===== src/rtl/sid_pot_ctrl_pkg.sv =====
// Shared types and constants for the SID POTX/POTY measurement logic.
package sid_pot_ctrl_pkg;

  localparam int POT_PHASE_W = 9;
  localparam int POT_CH      = 2;

  typedef logic [7:0]             pot_val_t;
  typedef logic [POT_PHASE_W-1:0] pot_phase_t;

  typedef struct packed {
    logic [POT_CH-1:0] discharge;
  } pot_o_t;

  typedef struct packed {
    logic [POT_CH-1:0] charged;
  } pot_i_t;

  function automatic bit pot_param_ok(input int v);
    return (v >= 1) && (v <= 256);
  endfunction

endpackage


===== src/rtl/sid_pot_channel.sv =====
// One POT pin: first-detect charge timer with sticky done and the published reading.
module sid_pot_channel
  import sid_pot_ctrl_pkg::*;
#(
  parameter int CHARGE_CYCLES = 256
) (
  input  logic       clk,
  input  logic       rst,
  input  logic       res,
  input  logic       tick,
  input  logic       charge_active,
  input  logic       period_start,
  input  logic       period_end,
  input  logic [7:0] k,
  input  logic       charged,
  output logic [7:0] value
);

  localparam pot_val_t SAT = pot_val_t'(CHARGE_CYCLES - 1);

  logic     done;
  pot_val_t latch;

  always_ff @(posedge clk or posedge rst) begin
    if (rst) begin
      done  <= 1'b0;
      latch <= '0;
      value <= '0;
    end else if (res) begin
      done  <= 1'b0;
      latch <= '0;
      value <= '0;
    end else if (tick) begin
      if (period_start) begin
        done  <= 1'b0;
        latch <= '0;
      end else if (charge_active && charged && !done) begin
        latch <= k;
        done  <= 1'b1;
      end
      // A detect on the last tick itself latches k = CHARGE_CYCLES-1, i.e. SAT.
      if (period_end)
        value <= done ? latch : SAT;
    end
  end

endmodule


===== src/rtl/sid_pot_ctrl.sv =====
// POTX/POTY period sequencer: phi2 tick, phase counter, discharge drive, update strobe.
module sid_pot_ctrl
  import sid_pot_ctrl_pkg::*;
#(
  parameter int DISCHARGE_CYCLES = 256,
  parameter int CHARGE_CYCLES    = 256
) (
  input  logic       clk,
  input  logic       rst,
  input  logic       phi2,
  input  logic       res,
  input  logic [1:0] charged,
  output logic [1:0] discharge,
  output logic [7:0] pot_x,
  output logic [7:0] pot_y,
  output logic       update
);

  if (!pot_param_ok(DISCHARGE_CYCLES)) begin : g_bad_discharge
    $error("sid_pot_ctrl: DISCHARGE_CYCLES must be 1..256");
  end
  if (!pot_param_ok(CHARGE_CYCLES)) begin : g_bad_charge
    $error("sid_pot_ctrl: CHARGE_CYCLES must be 1..256");
  end

  localparam pot_phase_t PH_DIS    = pot_phase_t'(DISCHARGE_CYCLES);
  localparam pot_phase_t PH_DIS_M1 = pot_phase_t'(DISCHARGE_CYCLES - 1);
  localparam pot_phase_t PH_LAST   = pot_phase_t'(DISCHARGE_CYCLES + CHARGE_CYCLES - 1);

  logic       phi2_d;
  logic       tick;
  pot_phase_t phase;
  pot_val_t   k;
  logic       charge_active;
  logic       period_start;
  logic       period_end;
  pot_o_t     pot_o;
  pot_i_t     pot_i;
  logic [POT_CH-1:0][7:0] value;

  assign tick          = phi2_d & ~phi2;
  assign charge_active = (phase >= PH_DIS);
  assign period_start  = (phase == '0);
  assign period_end    = (phase == PH_LAST);
  assign k             = pot_val_t'(phase - PH_DIS);

  assign pot_i.charged = charged;
  assign discharge     = pot_o.discharge;
  assign pot_x         = value[0];
  assign pot_y         = value[1];

  always_ff @(posedge clk or posedge rst) begin
    if (rst) phi2_d <= 1'b0;
    else     phi2_d <= phi2;
  end

  // Nothing moves without a phi2 falling edge, so a stalled phi2 freezes the period.
  always_ff @(posedge clk or posedge rst) begin
    if (rst) begin
      phase           <= '0;
      pot_o.discharge <= '1;
      update          <= 1'b0;
    end else if (res) begin
      phase           <= '0;
      pot_o.discharge <= '1;
      update          <= 1'b0;
    end else begin
      update <= tick && period_end;
      if (tick) begin
        phase <= period_end ? '0 : phase + 1'b1;
        if (phase == PH_DIS_M1)
          pot_o.discharge <= '0;
        else if (period_end)
          pot_o.discharge <= '1;
      end
    end
  end

  for (genvar i = 0; i < POT_CH; i++) begin : g_ch
    sid_pot_channel #(
      .CHARGE_CYCLES(CHARGE_CYCLES)
    ) u_ch (
      .clk          (clk),
      .rst          (rst),
      .res          (res),
      .tick         (tick),
      .charge_active(charge_active),
      .period_start (period_start),
      .period_end   (period_end),
      .k            (k),
      .charged      (pot_i.charged[i]),
      .value        (value[i])
    );
  end

endmodule


===== config.mk =====
export PLATFORM = sky130hd
export DESIGN_NAME = sid_pot_ctrl
export DESIGN_NICKNAME = d
export VERILOG_FILES = /design/src/rtl/sid_pot_ctrl_pkg.sv /design/src/rtl/sid_pot_channel.sv /design/src/rtl/sid_pot_ctrl.sv
export SDC_FILE = /design/constraint.sdc
export NUM_CORES = 1
export LEC_CHECK = 0
export ABC_AREA = 1
export BUFFER_PORTS_ARGS = -buffer_cell sky130_fd_sc_hd__buf_2
export CAP_MARGIN = 20
export CORE_MARGIN = 10
export CORE_UTILIZATION = 57
export DETAILED_ROUTE_END_ITERATION = 6
export PLACE_DENSITY = 0.81
export REMOVE_ABC_BUFFERS = 1
export SETUP_SLACK_MARGIN = 0.1
export SLEW_MARGIN = 15
export SYNTH_ARGS = -nofsm -noshare
export SYNTH_HDL_FRONTEND = slang
export SYNTH_HIERARCHICAL = 1
export SYNTH_SLANG_ARGS = --single-unit

===== constraint.sdc =====
create_clock -name clk -period 2.8 [get_ports clk]
set_input_delay 0.28 -clock clk [delete_from_list [all_inputs] [get_ports clk]]
set_output_delay 0.28 -clock clk [all_outputs]
set_load 0.01 [all_outputs]

# [After elaboration in Yosys (flattened, before gate mapping)]
# Index checks and enable logic that the tools add are counted.
# Widths: inputs -> output; s select.
[classes] addsub=2 n_lt_le_gt_ge=1 n_eq_ne=2 n_mux=32 bitwise=2 n_reduce_logical=17
[op_table] op="$mux 8" n=16
[op_table] op="$mux 9" n=3
[op_table] op="$add 9x1->9 const B" n=1
[op_table] op="$eq 9x8->1 const B" n=1
[op_table] op="$eq 9x9->1 const B" n=1
[op_table] op="$ge 9x9->1 const B" n=1
[op_table] op="$logic_not 9->1" n=1
[op_table] op="$mux 1" n=9
[op_table] op="$reduce_bool 3->1" n=3
[op_table] op="$mux 2" n=4
[op_table] op="$reduce_and 2->1" n=4
[op_table] op="$sub 8x1->8 const B" n=1
[op_table] op="$logic_and 1x1->1" n=5
[op_table] op="$reduce_bool 2->1" n=2
[op_table] op="$logic_not 1->1" n=2
[op_table] op="$and 1x1->1" n=1
[op_table] op="$not 1->1" n=1
[word_totals] reg_bits=47 out_inout_bits=19

# [Longest topological paths before layout]
# Gate-level depths: netlist of run 1.
[depth] depth_word=7 ltp_mapped=8 ltp_nobuf=8

# [Cells and area by module]
# Netlist of run 1, hierarchy kept.
[by_module_without_submodules] mod="sid_pot_channel" instances=2 cells_per_inst=78 area_each_um2=773.2 seq_area_each_um2=425.4
[by_module_without_submodules] mod="sid_pot_ctrl" instances=1 cells_per_inst=87 area_each_um2=701.9 seq_area_each_um2=301.5

# [Worst setup path before layout of run 1]
# Ideal clock, no wire load.
[synth_timing] path_kind="register -> register" start="register phase[0]" end="register g_ch[0].u_ch.done" setup_ps=123 t_arrival_ps=1801 required_ps=2677 path_slack_ps=876 path_stages_with_launch=7 period_less_slack_ps=1924 cell_sequence="dfrtp_1 > inv_1 > ha_1 > nand2_1 > nor4_1 > a21oi_2 > a21boi_2"
[synth_between] elab_cells_between_ends=9 cone_classes="order compare (1); mux (3); reduce/logical (5)"
[synth_lines] element="start: declaration" line="sid_pot_ctrl.sv:32" source="pot_phase_t phase;"
[synth_lines] element="start signal: assignment" line="sid_pot_ctrl.sv:70" source="phase <= period_end ? '0 : phase + 1'b1;"
[synth_lines] element="$logic_not 9->1 (*)" line="sid_pot_ctrl.sv:43" source="assign period_start = (phase == '0);"
[synth_lines] element="via period_start" line="sid_pot_ctrl.sv:35" source="logic period_start;"
[synth_lines] element="$mux 1" line="sid_pot_channel.sv:34" source="if (period_start) begin"
[synth_lines] element="$mux 1" line="sid_pot_channel.sv:33" source="end else if (tick) begin"
[synth_lines] element="$mux 1" line="sid_pot_channel.sv:29" source="end else if (res) begin"
[synth_lines] element="end signal: assignment" line="sid_pot_channel.sv:30" source="done <= 1'b0;"
[synth_lines] element="end signal: assignment" line="sid_pot_channel.sv:35" source="done <= 1'b0;"
[synth_lines] element="end signal: assignment" line="sid_pot_channel.sv:39" source="done <= 1'b1;"
[synth_lines] element="end: declaration" line="sid_pot_channel.sv:21" source="logic done;"
# The timed path passes the listed nets; every way through them passes the cells marked *. The select of a mux whose other input is x is not followed.
# A chain may end at the register's enable or synchronous reset.

# [Worst setup path after layout of run 1]
[layout_timing] start="register phase[1]" end="register g_ch[1].u_ch.value[1]"
[layout_between] elab_chain_len=3
[layout_lines] element="$eq 9x9->1" line="sid_pot_ctrl.sv:44" source="assign period_end = (phase == PH_LAST);"
[layout_lines] element="via period_end" line="sid_pot_ctrl.sv:36" source="logic period_end;"
[layout_lines] element="$reduce_bool 2->1 (no source line)"
[layout_lines] element="$reduce_and 2->1 (no source line)"
[layout_lines] element="end signal: assignment" line="sid_pot_channel.sv:43" source="value <= done ? latch : SAT;"
[layout_lines] element="end: declaration" line="sid_pot_channel.sv:16" source="output logic [7:0] value"
# The timed path passes the listed nets, and every way through them passes these cells.

==> results of run 1 <==
metal layers:
metal	routed length (um)	up-vias	share of wire, %
met5	0	-	0
met2	2068	40	46
met1	2144	841	47
met4	57	0	1.3
li1	-	878	-
met3	260	6	5.7
cells in the mapped netlist (2+ instances only):
| cell type | number | share of area [%] |
|---|---|---|
| a21boi_2 | 2 | 1.0 |
| a21oi_1 | 3 | 0.67 |
| a21oi_2 | 2 | 0.78 |
| a21oi_4 | 2 | 1.4 |
| buf_6 | 3 | 1.5 |
| dfrtp_1 | 45 | 50 |
| ha_1 | 4 | 2.2 |
| inv_1 | 21 | 3.5 |
| inv_4 | 2 | 0.56 |
| nand2_1 | 50 | 8.3 |
| nand2_4 | 5 | 2.5 |
| nand3_1 | 22 | 4.9 |
| nand3b_1 | 2 | 0.67 |
| nand4_1 | 19 | 5.3 |
| nor2_1 | 11 | 1.8 |
| nor2_2 | 2 | 0.56 |
| nor2_8 | 2 | 1.8 |
| nor4_1 | 2 | 0.56 |
| o21ai_0 | 24 | 5.3 |
| o21ai_1 | 10 | 2.2 |
per-stage QoR:
step / setup slack [ps] / cell area (sq um) / power (mW) / hold WS, ps
CTS: 723.5 / 2477 / 1.260 / 8.794
floorplan: 875.7 / 2203 / 0.8129 / 144.0
global placement: 880.6 / 2391 / 0.8669 / 336.8
finish: 705.4 / 2477 / 1.247 / 3.562
detailed placement: 744.5 / 2391 / 0.8716 / 339.6
global route: 507.5 / 2477 / 1.307 / 24.68
cell usage in the layout, fill, tap and decap left out, types with 3 or more instances in the layout:
master    Yosys  routed
a21oi_1       3       3
buf_2         0      24
clkbuf_8      0       5
dfrtp_1      45      45
ha_1          4       4
inv_1        21      21
nand2_1      50      50
nand2_4       5       5
nand3_1      22      22
nand4_1      19      19
nor2_1       11      11
o21ai_0      24      24
o21ai_1      10      10
worst paths after layout:
path	startpoint	endpoint	slack [ps]	depth (start not counted)
min reg2reg	g_ch[1].u_ch/value[6]	g_ch[1].u_ch/value[6]	490	2
max in group asynchronous	rst	g_ch[1].u_ch/latch[2]	2290	2
max reg2reg	phase[1]	g_ch[1].u_ch/value[1]	710	7
min in group clk	phi2	phi2_d	100	1
min	rst	phase[7]	4	2
max	phase[1]	g_ch[1].u_ch/value[1]	710	7
area by class of cell:
| type | instances | share of cell area, % |
|---|---|---|
| Tap cell | 48 | 2.424 |
| Inverter | 23 | 3.687 |
| Clock inverter | 2 | 0.5556 |
| Timing Repair Buffer | 25 | 5.151 |
| Sequential cell | 46 | 46.52 |
| Clock buffer | 6 | 2.929 |
| Multi-Input combinational cell | 169 | 38.74 |
where the power goes:
group | total (mW) | switching [mW] | internal, mW
Combinational | 0.150 | 0.103 | 0.0471
Clock | 0.391 | 0.215 | 0.176
Sequential | 0.706 | 0.0168 | 0.690
sequential cells by signal, summed over array words and instances (netlist names):
register and cells:
g_ch.u_ch/latch 16, g_ch.u_ch/value 16, phase 9, g_ch.u_ch/done 2, discharge 1, phi2_d 1, update 1
worst reg2reg max path: stages (launching register included):
cell and delay (ps):
dfrtp_1 440, ha_1 280, nand3_1 120, nor4_1 320, ha_1 440, a21oi_4 190
nand2_1 100, o21ai_1 70
cell families (layout without fill, tap and decap cells):
family	Yosys count	after routing	synth area share, %
DFF	46	46	51.25
buffers and inverters	28	56	6.066
and+or+nand+nor	118	118	27.66
adders and majority gates	4	4	2.226
AOI/OAI and AO/OA	47	47	12.80
==> impl_metrics.json, run 1 <==
{
  "place_inst": 311,
  "peakVddDrop_mv": 0.3220,
  "worstMarginPinSlew_ps": 659.0,
  "use_met3_pct": 3.223,
  "path_delay_family": "adder cells",
  "diodes": 0,
  "ys_warn_count": 6,
  "crit_path_max_fanout": 16,
  "seq_area_frac_synth_pct": 51.25,
  "clock-root-buffer": "clkbuf_8",
  "path_common_cell": "ha_1",
  "synth-edff-count": 0,
  "cts.htree.levels": 2,
  "use_met1_pct": 17.29,
  "synth_area_sq_mm": 0.002248,
  "core.rowCount": 22,
  "core_area_sq_mm": 0.003744,
  "start_util_pct": 60.06,
  "status": "finished clean",
  "clk_pin_slew_ps": 80,
  "register_area_sq_mm": 0.001152,
  "cts_buffers": 5,
  "gp_congestion": 0.9192,
  "grt_use_total_pct": 13.25,
  "route.vias.total": 1765,
  "synth.distinct_cells": 30,
  "multi_input_area_sq_um": 959.7,
  "fmax_mhz": 477.4,
  "wirelength_um": 4531,
  "grtUsageMet2_pct": 20.32,
  "fillers": 333,
  "cp_slowest_cell": "dfrtp_1",
  "die_h_um": 82.81,
  "cts_setup_buffers": 0,
  "final_util_pct": 66.18,
  "end_kind": "flop",
  "cts.sinks": 46,
  "grt_pass1_wl_um": 7831,
  "syn_avg_cell_area_sq_um": 9.253,
  "drc_errors": 0,
  "crit_chain": "ha_1 -> nand3_1 -> nor4_1 -> ha_1 -> a21oi_4 -> nand2_1 -> o21ai_1",
  "gr-total-overflow": 0,
  "crit_type": "reg2reg",
  "wl_per_cell_um": 14.20,
  "worst_ep_arrival_time_ps": 2270,
  "leakage_nw": 1.226,
  "final_nets": 280,
  "finalCriticalPeriod_ps": 2095,
  "drt_iter0_drc": 89,
  "tns_ps": 0,
  "slew_violations": 0,
  "critPathBufInv": 0,
  "period_share_pct": 74.81,
  "report.final.hold_viol_count": 0,
  "io_buffer_count": 24,
  "ys_ff_latch": 46,
  "clkLatencyLatePin_ps": 300,
  "cts_tree": "yes",
  "firstDrtPassIters": 4,
  "final-setup-viol-count": 0,
  "critPathLaunchType": "flop",
  "clockBufferDepth": 2,
  "io_pins": 25,
  "slew_headroom_pct": 56.02,
  "synthToLayoutAreaGrowth_pct": 10.18,
  "drive_gt1_share_pct": 19.93,
  "timing.max_cap.violations": 0,
  "die_area_sq_mm": 0.006857,
  "rsz0062_at_grt": "no",
  "die_w_um": 82.81,
  "async_reset_ff_share_pct": 100.0,
  "hp-class": "in2async",
  "synth_ff_type": "dfrtp_1",
  "cts-resized-gates": 0,
  "cts_hold_buf": 0,
  "grt_pass1_vias": 1724,
  "ant_nets": 0,
  "powerDensity_mw_per_mm2": 503.5,
  "max_stage_delay_ps": 440,
  "antenna_found_initial": 0,
  "instances_no_fill": 319,
  "viasPerCell": 5.533,
  "synthCells": 243,
  "top_usage_layer": "met2",
  "cp.required_ps": 2980,
  "dp_hpwl_um": 3350,
  "finClkSkew_ps": 8.700,
  "grt_max_degree": 18
}
No activity file was read; power rests on OpenSTA's default activity.
==> run 2: changes to the inputs <==
Settings changed: ABC_AREA 1 to 0, CORE_UTILIZATION 57 to 52, PLACE_DENSITY 0.81 to 0.78.
Clock period 2.8 ns to 1.8 ns, I/O delays scaled along.
==> run 2 against run 1 <==
Compared with the run above:
- clock-buffer cell count is the same
- die area grew 8.4%
- clock skew shrank 3.1 ps
- area after synthesis grew 1.4%
- register-to-register slack lost 600 ps
- via count grew 6.1%
- worst setup slack lost 600 ps
- power grew 60%
- final cell count shrank 1.9%
- largest power group unchanged
- highest routed layer unchanged
==> impl_metrics.json, run 2 <==
{
  "gr-total-overflow": 0,
  "layout_commonest_cell": "dfrtp_1",
  "synth_ff_type": "dfrtp_1",
  "synth_top_family_by_area": "compound AO/OA/AOI/OAI gates",
  "clockBufferDepth": 2,
  "clk_pin_slew_ps": 80,
  "powerDensity_mw_per_mm2": 692.7,
  "grt_pass1_wl_um": 8714,
  "final_cell_mix": "dfrtp_1 (45), buf_2 (24), inv_1 (22)",
  "whs_endpoint": "g_ch[1].u_ch/done",
  "synthCells": 222,
  "syn_avg_cell_area_sq_um": 10.27,
  "slew_violations": 0,
  "instances_no_fill": 313,
  "r2r_slack_ps": 100,
  "slew_headroom_pct": 55.66,
  "peakVddDrop_mv": 0.4400,
  "final_nets": 271,
  "multi_input_area_sq_mm": 0.001132,
  "yosysMostFrequentCell": "dfrtp_1",
  "async_reset_ff_share_pct": 100.0,
  "die_h_um": 86.21,
  "synth.area.mux_share_pct": 0,
  "cts_buffers": 5,
  "final_cell_area_sq_mm": 0.002879,
  "power_switching_mw": 0.4572,
  "register_area_sq_mm": 0.001152,
  "gp_congestion": 0.7737,
  "dp_hpwl_um": 3415,
  "fillers": 315,
  "cts_tree": "yes",
  "grt_pass1_vias": 1770,
  "io_pins": 25,
  "synth.distinct_cells": 36,
  "hold-path-cell-count": 2,
  "clkLatencyLatePin_ps": 300,
  "viasPerCell": 5.981,
  "rr_endpoint": "discharge[0]",
  "ys_top_cells_by_area": "dfrtp_1 (49%), nor2_1 (4.6%), a311oi_1 (4.6%)",
  "regToRegStartpoint": "phase[0]",
  "cts.htree.levels": 2,
  "drt_iter0_drc": 232,
  "synth-edff-count": 0,
  "worst_ep_arrival_time_ps": 1930,
  "reg.largest.list": "g_ch.u_ch/latch: 16 flops, g_ch.u_ch/value: 16 flops, phase: 9 flops",
  "wl_per_cell_um": 17.37,
  "post_dp_cell_area_sq_mm": 0.002477,
  "synthToLayoutAreaGrowth_pct": 26.29,
  "p_int_mw": 1.537,
  "synthAdderAreaFrac_pct": 2.195,
  "crit_type": "reg2reg",
  "wirelength_um": 5436,
  "grt_use_total_pct": 14.39,
  "antenna_found_initial": 0,
  "report.final.hold_viol_count": 0,
  "synth_top_area_cell": "dfrtp_1",
  "die_w_um": 86.21,
  "route.vias.total": 1872,
  "grt_max_degree": 41,
  "status": "finished clean",
  "start_util_pct": 53.09,
  "p_sw_share_pct": 22.93,
  "finalCriticalPeriod_ps": 1698,
  "core_area_sq_mm": 0.004294,
  "synth_top_area_share_pct": 49.40,
  "synth-xor-area-share_pct": 1.921,
  "timing.max_cap.violations": 0,
  "p_seq_share_pct": 52.5,
  "critPathLaunchType": "flop",
  "leakage_nw": 1.211,
  "final-setup-viol-count": 0,
  "core.rowCount": 24,
  "ys_warn_count": 6,
  "synth_area_sq_mm": 0.002280,
  "crit_path_max_fanout": 6,
  "end_kind": "flop",
  "period_share_pct": 94.36,
  "hold_start": "res",
  "yosys.area_share.simple_pct": 18.17,
  "rsz0062_at_grt": "yes",
  "combPwrFrac_pct": 8.2,
  "clock-root-buffer": "clkbuf_8",
  "cp.required_ps": 2040,
  "drc_errors": 0,
  "die_area_sq_mm": 0.007432,
  "finClkSkew_ps": 5.606,
  "worstMarginPinSlew_ps": 664.4,
  "diodes": 0,
  "synth_compound_area_share_pct": 18.55,
  "place_inst": 296,
  "firstDrtPassIters": 5,
  "reg2regPathDepth": 8,
  "drive_gt1_share_pct": 36.02,
  "seq_area_frac_synth_pct": 50.55,
  "ant_nets": 0,
  "ys_top_cells_by_count": "dfrtp_1 (45), nor2_1 (28), inv_1 (22), a311oi_1 (12)",
  "ys_ff_latch": 46,
  "tns_ps": 0,
  "pwr-share-clk_pct": 39.3,
  "io_buffer_count": 24,
  "hp-class": "in2reg",
  "cts.sinks": 46,
  "fmax_mhz": 588.8
}
-- run 2: changes by cell type after synthesis, moves of 9 or more --
| cell | delta |
|---|---|
| nand4_1 | -9 |
| a311oi_1 | +12 |
| nand2_1 | -48 |
| nand3_1 | -12 |
| o311ai_0 | +10 |
| nor2_1 | +17 |
| o21ai_0 | -23 |
| o21ai_1 | -9 |
-- run 2: final cells by class --
| type | count | share of cell area, % |
|---|---|---|
| flip-flops and latches | 46 | 40.03 |
| multi-input cells | 137 | 39.33 |
| repair buffers | 48 | 11.39 |
| inverters | 23 | 3.086 |
| clock buffers | 6 | 2.868 |
| well taps | 52 | 2.260 |
| clock inverters | 1 | 1.043 |
-- run 2: layer usage --
metal	vias to the layer above	wire length, um	global-route usage [%]
met5	-	0	0
li1	888	-	-
met1	914	2395	18.84
met2	61	2630	22.04
met3	9	292	3.189
met4	0	118	6.922
-- run 2: cells by family (layout without fill, tap and decap cells) --
group	count (synthesis)	in the layout
adder cells (fa/ha/maj)	4	4
AO/OA/AOI/OAI	50	50
flip-flops	46	46
AND/OR/NAND/NOR	76	78
buffers and inverters	41	78
XOR/XNOR	5	5
-- run 2: stage by stage --
step	hold slack [ps]	worst slack (ps)	total power, mW	util, %
finish	364.4	101.6	1.994	67.05
global route	389.7	21.43	2.070	67.05
CTS	337.0	64.85	1.986	62.62
detailed placement	241.8	-158.3	1.190	57.69
global placement	227.3	-84.50	1.188	57.69
floorplan	43.98	-189.8	1.132	-
-- run 2: power groups by stage --
| stage | Clock, mW | Combinational, mW | Sequential (mW) |
|---|---|---|---|
| 6_report | 0.784 | 0.163 | 1.05 |
| 5_1_grt | 0.842 | 0.178 | 1.05 |
| 4_1_cts | 0.801 | 0.139 | 1.05 |
| 2_1_floorplan | 0 | 0.0672 | 1.06 |
| 3_3_place_gp | 0 | 0.123 | 1.06 |
| 3_5_place_dp | 0 | 0.125 | 1.07 |
-- run 2: critical path: stages (launching register included) --
cell and delay [ps]:
dfrtp_1 410, ha_2 190, and3_4 170, and3_4 190, ha_4 180, buf_6 140
a21oi_2 110, a21oi_1 40, or2_1 210
-- run 2: what timing repair did --
action,4_1_cts,5_1_grt
setup buffers,1,5
setup endpoints to repair,38,42
gates cloned,1,1
gates resized for setup,17,29
hold endpoints to repair,16,0
hold buffers,2,0
pin swaps,3,25
-- run 2: worst max-delay path by stage --
stage / slack (ps) / start / cells past startpoint / to
3_3_place_gp: -80 / phase[0] / 7 / g_ch[1].u_ch/value[0]
4_1_cts: 60 / phase[0] / 8 / phase[2]
5_1_grt: 20 / phase[7] / 6 / g_ch[1].u_ch/latch[4]
2_1_floorplan: -190 / phase[0] / 7 / g_ch[0].u_ch/value[0]
6_report: 100 / phase[0] / 8 / discharge[0]
3_5_place_dp: -160 / phase[1] / 7 / g_ch[0].u_ch/value[0]
